## config.mk

```make
export PLATFORM = sky130hd
export DESIGN_NAME = fft_result_master_flat
export DESIGN_NICKNAME = d
export VERILOG_FILES = /design/src/rtl/fft_result_master_if.sv /design/src/rtl/fft_result_master.sv /design/src/flat_wrapper.sv
export SDC_FILE = /design/constraint.sdc
export NUM_CORES = 1
export LEC_CHECK = 0
export BUFFER_PORTS_ARGS = -buffer_cell sky130_fd_sc_hd__buf_4
export CELL_PAD_IN_SITES_DETAIL_PLACEMENT = 0
export CELL_PAD_IN_SITES_GLOBAL_PLACEMENT = 1
export CORE_MARGIN = 4
export CORE_UTILIZATION = 36
export CTS_CLUSTER_DIAMETER = 150
export DETAILED_ROUTE_END_ITERATION = 7
export PLACE_DENSITY_LB_ADDON = 0.12
export SYNTH_ARGS = -nofsm -noshare
export SYNTH_HDL_FRONTEND = slang
export SYNTH_SLANG_ARGS = --single-unit
```

## constraint.sdc

```tcl
create_clock -name clk -period 2.9 [get_ports clk]
set_input_delay 0.145 -clock clk [delete_from_list [all_inputs] [get_ports clk]]
set_output_delay 0.145 -clock clk [all_outputs]
set_load 0.02 [all_outputs]
```

## src/rtl/fft_result_master_if.sv

```systemverilog
// fft_result_master_if
//   Avalon-MM write-master bundle used to push FFT results to SDRAM.
//   Signals:
//     master_address      32  byte address of the current beat
//     master_write         1  write request
//     master_writedata    32  write data
//     master_byteenable    4  byte lanes (all set during a write)
//     master_waitrequest   1  slave stall, driven by the slave side
//   Modports: master (drives the request side), slave (drives waitrequest).
interface fft_result_master_if;
  logic [31:0] master_address;
  logic        master_write;
  logic [31:0] master_writedata;
  logic [3:0]  master_byteenable;
  logic        master_waitrequest;

  modport master (
    output master_address,
    output master_write,
    output master_writedata,
    output master_byteenable,
    input  master_waitrequest
  );

  modport slave (
    input  master_address,
    input  master_write,
    input  master_writedata,
    input  master_byteenable,
    output master_waitrequest
  );
endinterface

```

## src/rtl/fft_result_master.sv

```systemverilog
// fft_result_master
//   Drains one FFT result frame to SDRAM after every fft_done pulse. Each
//   result word is read from the result memory, sign-extended to 32 bits and
//   written with one single-beat Avalon write at BASE_ADDR + idx*ADDR_STRIDE.
//
//   Optional build macro: STOP_MARKER_EN
//     defined   : one extra write of STOP_WORD at BASE_ADDR + SAMPLE_COUNT*ADDR_STRIDE
//                 follows the last sample (SAMPLE_COUNT+1 beats per frame)
//     undefined : exactly SAMPLE_COUNT beats per frame
//
//   Ports:
//     clk              in   system clock, rising edge
//     rst              in   synchronous active-high reset
//     fft_done         in   one-cycle pulse, result memory complete
//     rAddress         out  result memory read address
//     rReadEn          out  result memory read strobe
//     fft_result_data  in   result word, valid the cycle after rReadEn
//     avm              if   Avalon-MM write master (fft_result_master_if.master)
//     busy             out  transfer in progress
//     xfer_done        out  one-cycle pulse once every write is accepted
//
//   state | meaning
//   ------+-------------------------------------------------------------
//   IDLE  | waiting for fft_done
//   FETCH | read strobe for result word idx
//   LATCH | result word valid; load address and sign-extended data
//   WRITE | Avalon write held until waitrequest drops
//   NEXT  | advance idx or finish the frame
//   MARK  | stop-marker write (STOP_MARKER_EN builds only)
//   DONE  | xfer_done pulse, back to IDLE
module fft_result_master #(
  parameter int          SAMPLE_COUNT = 256,
  parameter int          ADDR_W       = 9,
  parameter int          DATA_W       = 16,
  parameter logic [31:0] BASE_ADDR    = 32'h0850_0000,
  parameter logic [31:0] ADDR_STRIDE  = 32'd4,
  parameter logic [31:0] STOP_WORD    = 32'h0000_0012
) (
  input  logic                  clk,
  input  logic                  rst,
  input  logic                  fft_done,
  output logic [ADDR_W-1:0]     rAddress,
  output logic                  rReadEn,
  input  logic [DATA_W-1:0]     fft_result_data,
  fft_result_master_if.master   avm,
  output logic                  busy,
  output logic                  xfer_done
);

  typedef enum logic [2:0] {
    S_IDLE  = 3'd0,
    S_FETCH = 3'd1,
    S_LATCH = 3'd2,
    S_WRITE = 3'd3,
    S_NEXT  = 3'd4,
    S_DONE  = 3'd5
`ifdef STOP_MARKER_EN
    ,
    S_MARK  = 3'd6
`endif
  } state_e;

  localparam logic [ADDR_W-1:0] LAST_IDX = ADDR_W'(SAMPLE_COUNT - 1);

`ifdef STOP_MARKER_EN
  localparam logic [31:0] MARK_ADDR = BASE_ADDR + (32'(SAMPLE_COUNT) * ADDR_STRIDE);
`else
  // The marker value only matters when the stop-marker write exists.
  logic unused_stop_word;
  assign unused_stop_word = ^STOP_WORD;
`endif

  state_e              state_q, state_d;
  logic [ADDR_W-1:0]   idx_q, idx_d;
  logic [ADDR_W-1:0]   raddr_q, raddr_d;
  logic                rreaden_q, rreaden_d;
  logic [31:0]         maddr_q, maddr_d;
  logic                mwrite_q, mwrite_d;
  logic [31:0]         mwdata_q, mwdata_d;
  logic [3:0]          mbe_q, mbe_d;
  logic                busy_q, busy_d;
  logic                xfer_done_q, xfer_done_d;

  logic [31:0]         sample_addr;
  logic [31:0]         sample_sext;

  // Byte address wraps modulo 2^32 by construction of the 32-bit sum.
  assign sample_addr = BASE_ADDR + (32'(idx_q) * ADDR_STRIDE);
  assign sample_sext = {{(32-DATA_W){fft_result_data[DATA_W-1]}}, fft_result_data};

  // State and output registers
  always_ff @(posedge clk) begin
    if (rst) begin
      state_q     <= S_IDLE;
      idx_q       <= '0;
      raddr_q     <= '0;
      rreaden_q   <= 1'b0;
      maddr_q     <= '0;
      mwrite_q    <= 1'b0;
      mwdata_q    <= '0;
      mbe_q       <= 4'h0;
      busy_q      <= 1'b0;
      xfer_done_q <= 1'b0;
    end else begin
      state_q     <= state_d;
      idx_q       <= idx_d;
      raddr_q     <= raddr_d;
      rreaden_q   <= rreaden_d;
      maddr_q     <= maddr_d;
      mwrite_q    <= mwrite_d;
      mwdata_q    <= mwdata_d;
      mbe_q       <= mbe_d;
      busy_q      <= busy_d;
      xfer_done_q <= xfer_done_d;
    end
  end

  // Next-state and sample index
  always_comb begin
    state_d = state_q;
    idx_d   = idx_q;
    case (state_q)
      S_IDLE: begin
        if (fft_done) begin
          state_d = S_FETCH;
          idx_d   = '0;
        end
      end
      S_FETCH: state_d = S_LATCH;
      S_LATCH: state_d = S_WRITE;
      S_WRITE: begin
        if (!avm.master_waitrequest) state_d = S_NEXT;
      end
      S_NEXT: begin
        if (idx_q == LATCH_GUARD(idx_q)) begin
`ifdef STOP_MARKER_EN
          state_d = S_MARK;
`else
          state_d = S_DONE;
`endif
        end else begin
          idx_d   = idx_q + ADDR_W'(1);
          state_d = S_FETCH;
        end
      end
`ifdef STOP_MARKER_EN
      S_MARK: begin
        if (!avm.master_waitrequest) state_d = S_DONE;
      end
`endif
      S_DONE:  state_d = S_IDLE;
      default: state_d = S_IDLE;
    endcase
  end

  // Last-index compare kept in one place so NEXT reads cleanly.
  function automatic logic [ADDR_W-1:0] LATCH_GUARD(input logic [ADDR_W-1:0] unused_idx);
    logic unused_bits;
    unused_bits = ^unused_idx;
    return LAST_IDX;
  endfunction

  // Registered outputs are computed from the upcoming state so that each
  // output is valid in the same cycle the FSM sits in the matching state.
  always_comb begin
    raddr_d     = raddr_q;
    rreaden_d   = (state_d == S_FETCH);
    maddr_d     = maddr_q;
    mwdata_d    = mwdata_q;
    mwrite_d    = (state_d == S_WRITE);
    busy_d      = (state_d != S_IDLE);
    xfer_done_d = (state_d == S_DONE);

    if (state_d == S_FETCH) raddr_d = idx_d;

    // Address and data are loaded only when leaving LATCH, so they stay
    // frozen for the whole WRITE state including any waitrequest stall.
    if (state_q == S_LATCH) begin
      maddr_d  = sample_addr;
      mwdata_d = sample_sext;
    end

`ifdef STOP_MARKER_EN
    if (state_d == S_MARK) mwrite_d = 1'b1;
    if (state_q == S_NEXT && state_d == S_MARK) begin
      maddr_d  = MARK_ADDR;
      mwdata_d = STOP_WORD;
    end
`endif

    mbe_d = mwrite_d ? 4'hF : 4'h0;
  end

  assign rAddress              = raddr_q;
  assign rReadEn               = rreaden_q;
  assign avm.master_address    = maddr_q;
  assign avm.master_write      = mwrite_q;
  assign avm.master_writedata  = mwdata_q;
  assign avm.master_byteenable = mbe_q;
  assign busy                  = busy_q;
  assign xfer_done             = xfer_done_q;

endmodule

```

## src/flat_wrapper.sv

```systemverilog
// flat-port wrapper written by rule: the top's interface ports become plain ports
module fft_result_master_flat 
#(
  parameter int          SAMPLE_COUNT = 256,
  parameter int          ADDR_W       = 9,
  parameter int          DATA_W       = 16,
  parameter logic [31:0] BASE_ADDR    = 32'h0850_0000,
  parameter logic [31:0] ADDR_STRIDE  = 32'd4,
  parameter logic [31:0] STOP_WORD    = 32'h0000_0012
)
  (clk, rst, fft_done, rAddress, rReadEn, fft_result_data, busy, xfer_done, avm_master_address, avm_master_write, avm_master_writedata, avm_master_byteenable, avm_master_waitrequest);
  fft_result_master_if avm_i ();
  input  logic clk;
  input  logic rst;
  input  logic fft_done;
  output logic [ADDR_W-1:0] rAddress;
  output logic rReadEn;
  input  logic [DATA_W-1:0] fft_result_data;
  output logic busy;
  output logic xfer_done;
  output wire logic [$bits(avm_i.master_address)-1:0] avm_master_address;
  output wire logic [$bits(avm_i.master_write)-1:0] avm_master_write;
  output wire logic [$bits(avm_i.master_writedata)-1:0] avm_master_writedata;
  output wire logic [$bits(avm_i.master_byteenable)-1:0] avm_master_byteenable;
  input wire logic [$bits(avm_i.master_waitrequest)-1:0] avm_master_waitrequest;
  assign avm_master_address = avm_i.master_address;
  assign avm_master_write = avm_i.master_write;
  assign avm_master_writedata = avm_i.master_writedata;
  assign avm_master_byteenable = avm_i.master_byteenable;
  assign avm_i.master_waitrequest = avm_master_waitrequest;
  fft_result_master #(.SAMPLE_COUNT(SAMPLE_COUNT), .ADDR_W(ADDR_W), .DATA_W(DATA_W), .BASE_ADDR(BASE_ADDR), .ADDR_STRIDE(ADDR_STRIDE), .STOP_WORD(STOP_WORD)) u_core (.clk(clk), .rst(rst), .fft_done(fft_done), .rAddress(rAddress), .rReadEn(rReadEn), .fft_result_data(fft_result_data), .avm(avm_i), .busy(busy), .xfer_done(xfer_done));
endmodule
```

* Word level (Yosys, flattened, before mapping)
Index checks and enable logic that the tools add are counted.
** Cells by class
- Equality and inequality tests :: 8
- Muxes and demuxes :: 8
- Reductions and logical operators :: 2
- Shifts and indexed selects :: 0
- $mul :: 0
- Bitwise logic cells :: 0
- Add/subtract/negate cells :: 2
- Divide/modulo/power cells :: 0
- $lt $le $gt $ge :: 0
** Operator list (number)
- adder 28 x 11 -> 29 bit (first input constant) :: 1
- two-way mux 9 bit :: 2
- one-hot mux 9 bit (2 select lines) :: 1
- one-hot mux 3 bit (5 select lines) :: 1
- adder 9 x 1 -> 9 bit (second input constant) :: 1
- equality test 3 x 2 -> 1 bit (second input constant) :: 3
- equality test 9 x 8 -> 1 bit (second input constant) :: 1
- two-way mux 3 bit :: 3
- equality test 3 x 1 -> 1 bit (second input constant) :: 2
- equality test 3 bit (second input constant) :: 2
- two-way mux 4 bit :: 1
- logical NOT 3 bit :: 1
- nonzero test 3 bit :: 1
** Storage, ports and cells
- Output and inout bits :: 81
- Logic and storage cells :: 30
- Memories kept :: 0
- Input port bits :: 20
- Latch bits :: 0
- Register bits :: 77
- Memory bits (read-only) :: 0
- RAM bits :: 0

* Depth between registers and ports, before layout
- Depth after elaboration :: 5
- Depth in mapped cells :: 6

* Worst setup path after synthesis
OpenSTA, ideal clock, no wires.
- Path kind :: reg-to-reg
- Start :: register u_core.state_q[1]
- End :: register u_core.raddr_q[3] (netlist: u_core.rAddress[3])
- Library setup time :: 0.086 ns
- Setup slack :: 1.112 ns
- Required time :: 2.814 ns
- Clock period less this slack :: 1.788 ns
- Data arrival time :: 1.702 ns
- Cell stages (with the launch flop) :: 7
- Cell sequence :: dfxtp_1 -> or2_1 -> buf_6 -> or3_4 -> a21oi_1 -> mux2_2 -> a211oi_1
** Between the ends
- Longest elaborated chain between the ends :: 3
- Elaborated cells between the ends (all ways) :: 10
** RTL lines
- start, declared :: RTL line fft_result_master.sv:73 : state_e state_q, state_d;
- start signal, assigned :: RTL line fft_result_master.sv:105 : state_q <= state_d;
- equality test 3 bit (tied with other cells) :: RTL line fft_result_master.sv:122 : case (state_q)
- one-hot mux 3 bit (5 select lines) :: RTL line fft_result_master.sv:122
- equality test 3 x 1 -> 1 bit :: RTL line fft_result_master.sv:174 : if (state_d == S_FETCH) raddr_d = idx_d;
- end signal, assigned :: RTL line fft_result_master.sv:107 : raddr_q <= raddr_d;
- end, declared :: RTL line fft_result_master.sv:75 : logic [ADDR_W-1:0] raddr_q, raddr_d;
Several ways; a longest one is shown, not always the timed one.
A chain may end at the register's enable or synchronous reset.

* Worst setup path in the final report
- Start :: register u_core.idx_q[0]
- End :: register u_core.raddr_q[1] (netlist: u_core.rAddress[1])
** Between the ends
- Longest elaborated chain between the ends :: 4
- Elaborated cells between the ends (all ways) :: 7
** RTL lines
- start, declared :: RTL line fft_result_master.sv:74 : logic [ADDR_W-1:0] idx_q, idx_d;
- start signal, assigned :: RTL line fft_result_master.sv:106 : idx_q <= idx_d;
- parallel branches: the longest is 4 deep, another holds adder 9 x 1 -> 9 bit
Several ways; the timed one is not identified.

==> flow_summary_export.csv <==
group,metric,value,unit
timing,setup_slack,0.894,ns
synth,synth_fa_ha_area_share,0.538,%
power_and_ir_drop,p_seq_share,50.3,%
synth,ys_ff_latch,51,
routing,vias,1940,
grt,grt_max_degree,52,
routing,wire_per_inst,13.1,µm
synth,ys_seq_area_share,43.9,%
synth,synth_top_family_by_area,"simple AND/OR/NAND/NOR gates",
grt,grt.total_usage,13.7,%
synth,synthMuxAreaShare,0.969,%
floorplan,initial_core_util,36.8,%
critical_path,reg2reg_setup_slack,0.89,ns
routing,drt_iter0_markers,49,
layout,final_layout_size_suffix_gt1_share,29.9,%
critical_path,path_max_fanout,6,
clock_network,cts_resized,0,
critical_path,path_class,"register to register",
timing,report.final.slew_viol_count,0,
clock_network,cts-root-buf,"clkbuf_8",
grt,overflow,0,
worst_hold_path,holdPathEnd,"u_core.avm.master_writedata[10]",
timing,finalWorstPathRequiredPeriod,2.01,ns
clock_network,hold_buffers,0,
run_status,status,"finished clean",
timing,min_period_over_period,69.2,%
floorplan,fp.dieW,88.4,µm
critical_path,cp.required,3.07,ns
synth,avgSynthCellArea,8.16,µm²
timing,fmax,498,MHz
timing,finalSetupViolCount,0,
power_and_ir_drop,power-per-cell-area,530,nW/µm²
timing,rsz0062_at_grt,"no",
synth,synth_top_area_share,43.9,%
routing,drtPass1Iterations,4,
floorplan,die_area,7810,µm²
synth,synth_xor_area_share,0,%
grt,grt_pass1_wl,8.42,mm
clock_network,post_cts_buffers,0,
timing,worst_pin_slew,0.604,ns
critical_path,worstPathArrival,2.17,ns
power_and_ir_drop,ir_drop,227,µV
floorplan,core_area,6310,µm²
clock_network,clk_latency,0.30,ns
power_and_ir_drop,p_total,1.50,mW
synth,ys_top_cells_by_area,"dfxtp_1 (44%), buf_4 (14%), nand2_1 (10%), a21oi_1 (7.3%), nor2_1 (3.1%)",
worst_hold_path,hold_depth,3,
worst_hold_path,worstHoldStart,"fft_result_data[10]",
floorplan,die_h,88.4,µm
layout,final_nets,355,
critical_path,reg2reg_depth,6,
synth,synth-simple-area-share,22.3,%
power_and_ir_drop,pwr-share-clk,29.8,%
synth,yosys.area.top_type,"dfxtp_1",
routing,drc,0,
clock_network,htree_num_levels,2,
clock_network,cts_num_sinks,51,
power_and_ir_drop,switching_power,0.441,mW
floorplan,io_pins,101,
critical_path,timing.rr.end,"u_core.rAddress[1]",
timing,finalHoldViolCount,0,
power_and_ir_drop,comb_power_share,19.9,%
layout,areaGrowthSynthToFinish,21.4,%
routing,avgViaCountPerCell,4.71,
placement,place.gp.congestion,0.880,
clock_network,cts_tree,"built",
clock_network,clockBufferDepth,2,
grt,top_usage_layer,"met2",
layout,layout_common_cells,"buf_4 (81), nand2_1 (64), dfxtp_1 (51), a21oi_1 (34), conb_1 (20)",
routing,routed_wl,5.38,mm
synth,synth-compound-area-share,15.2,%
critical_path,reg2reg_from,"u_core.idx_q[0]",
grt,use_met1,17.4,%
synth,synth_warnings,0,
synth,synth_area,2320,µm²
layout,final_common_cell,"buf_4",
power_and_ir_drop,switching_share,29.5,%
grt,antenna_found_initial,0,
grt,grt_pass1_vias,1748,
timing,clock_skew,0.00363,ns
critical_path,start_kind,"register",
synth,synthDistinctLibCells,40,
critical_path,endpoint_kind,"register",
timing,fin_setup_tns,0,ns
synth,synthCells,285,
clock_network,cts_made_buffers,5,
timing,slew_headroom,59.2,%
floorplan,rows,29,
grt,met2_usage,22.6,%
placement,io_buffers,80,
power_and_ir_drop,leakagePower,1.17,nW
layout,antenna_cells,0,
placement,dpl_worst_slack,0.898,ns
routing,ant_nets,0,
placement,dp_hpwl,3.81,mm
worst_hold_path,worstHoldPathType,"primary input to register",
power_and_ir_drop,internal-power,1.05,mW
run,cap_violations,0,
grt,use_met3,3.82,%
layout,fin_util,44.7,%
timing,hold_ws,0.0829,ns
clock_network,path_clk_slew,0.09,ns
-- worst max-delay path by stage --
stage	cells past startpoint	slack, ns	from	endpoint
2_1_floorplan	6	1.11	u_core.state_q[1]	u_core.rAddress[3]
3_3_place_gp	6	0.95	u_core.idx_q[0]	u_core.rAddress[1]
3_5_place_dp	6	0.90	u_core.idx_q[0]	u_core.rAddress[1]
4_1_cts	6	0.87	u_core.idx_q[0]	u_core.rAddress[1]
5_1_grt	6	0.66	u_core.idx_q[0]	u_core.rAddress[1]
6_report	6	0.89	u_core.idx_q[0]	u_core.rAddress[1]
-- final cells by class --
type                            count  area (µm²)
Multi-Input combinational cell    193         985
Clock buffer                        7        96.3
Sequential cell                    51        1020
Timing Repair Buffer               81         608
Inverter                            2        7.51
Tap cell                           77        96.3
Fill cell                         669        3490
Clock inverter                      1        7.51
-- per-stage QoR --
step / cell area (µm²) / std cells
global placement: 2720 / 404
global route: 2820 / 412
finish: 2820 / 412
CTS: 2820 / 412
detailed placement: 2720 / 404
floorplan: 2400 / 304
-- power by group through the flow --
stage / Combinational (mW) / Sequential [mW] / Clock [mW]
4_1_cts: 0.303 / 0.753 / 0.467
3_3_place_gp: 0.302 / 0.768 / 0
2_1_floorplan: 0.204 / 0.798 / 0
5_1_grt: 0.326 / 0.758 / 0.497
6_report: 0.298 / 0.752 / 0.446
3_5_place_dp: 0.302 / 0.769 / 0
-- kinds of logic (layout without fill, tap and decap cells) --
family / after synthesis / in the layout
buffers and inverters: 60 / 91
AOI/OAI and AO/OA: 55 / 55
muxes: 2 / 2
and+or+nand+nor: 115 / 115
DFF: 51 / 51
other: 1 / 20
adders and majority gates: 1 / 1
-- sequential cells by signal (all words and copies together), names as in the netlist, 3 cells and up --
signal / flops
u_core.avm.master_address: 10
u_core.rAddress: 9
u_core.idx_q: 9
u_core.state_q: 3
u_core.avm.master_writedata: 16
-- critical path, stage by stage, from the launching register on --
cell	delay, ns
dfxtp_1	0.42
ha_1	0.30
nand4_1	0.16
o311ai_0	0.60
nor2_1	0.08
a31oi_1	0.21
a211oi_1	0.10
-- cell usage after synthesis, drive strengths merged --
library cell,n
a2111o,1
buf,45
o311ai,2
nand2b,1
o211a,1
o21ai,1
or2b,1
o21bai,2
a211oi,7
nand2,64
mux2,2
a2111oi,1
inv,2
nand3b,3
or4b,1
or3,1
or4,2
nor2,21
dfxtp,51
nor3,6
ha,1
o31ai,1
nand4,5
or2,3
conb,1
clkbuf,13
nand3,3
a31oi,4
a211o,1
nor3b,1
nor2b,2
nor4,1
a21oi,34
-- per-layer routing --
metal  vias to the layer above  routed length (µm)
li1                        995                   -
met3                         9                 437
met1                       874                2390
met5                         -                   0
met2                        62                2480
met4                         0                  71
(Power assumes the default switching activity.)
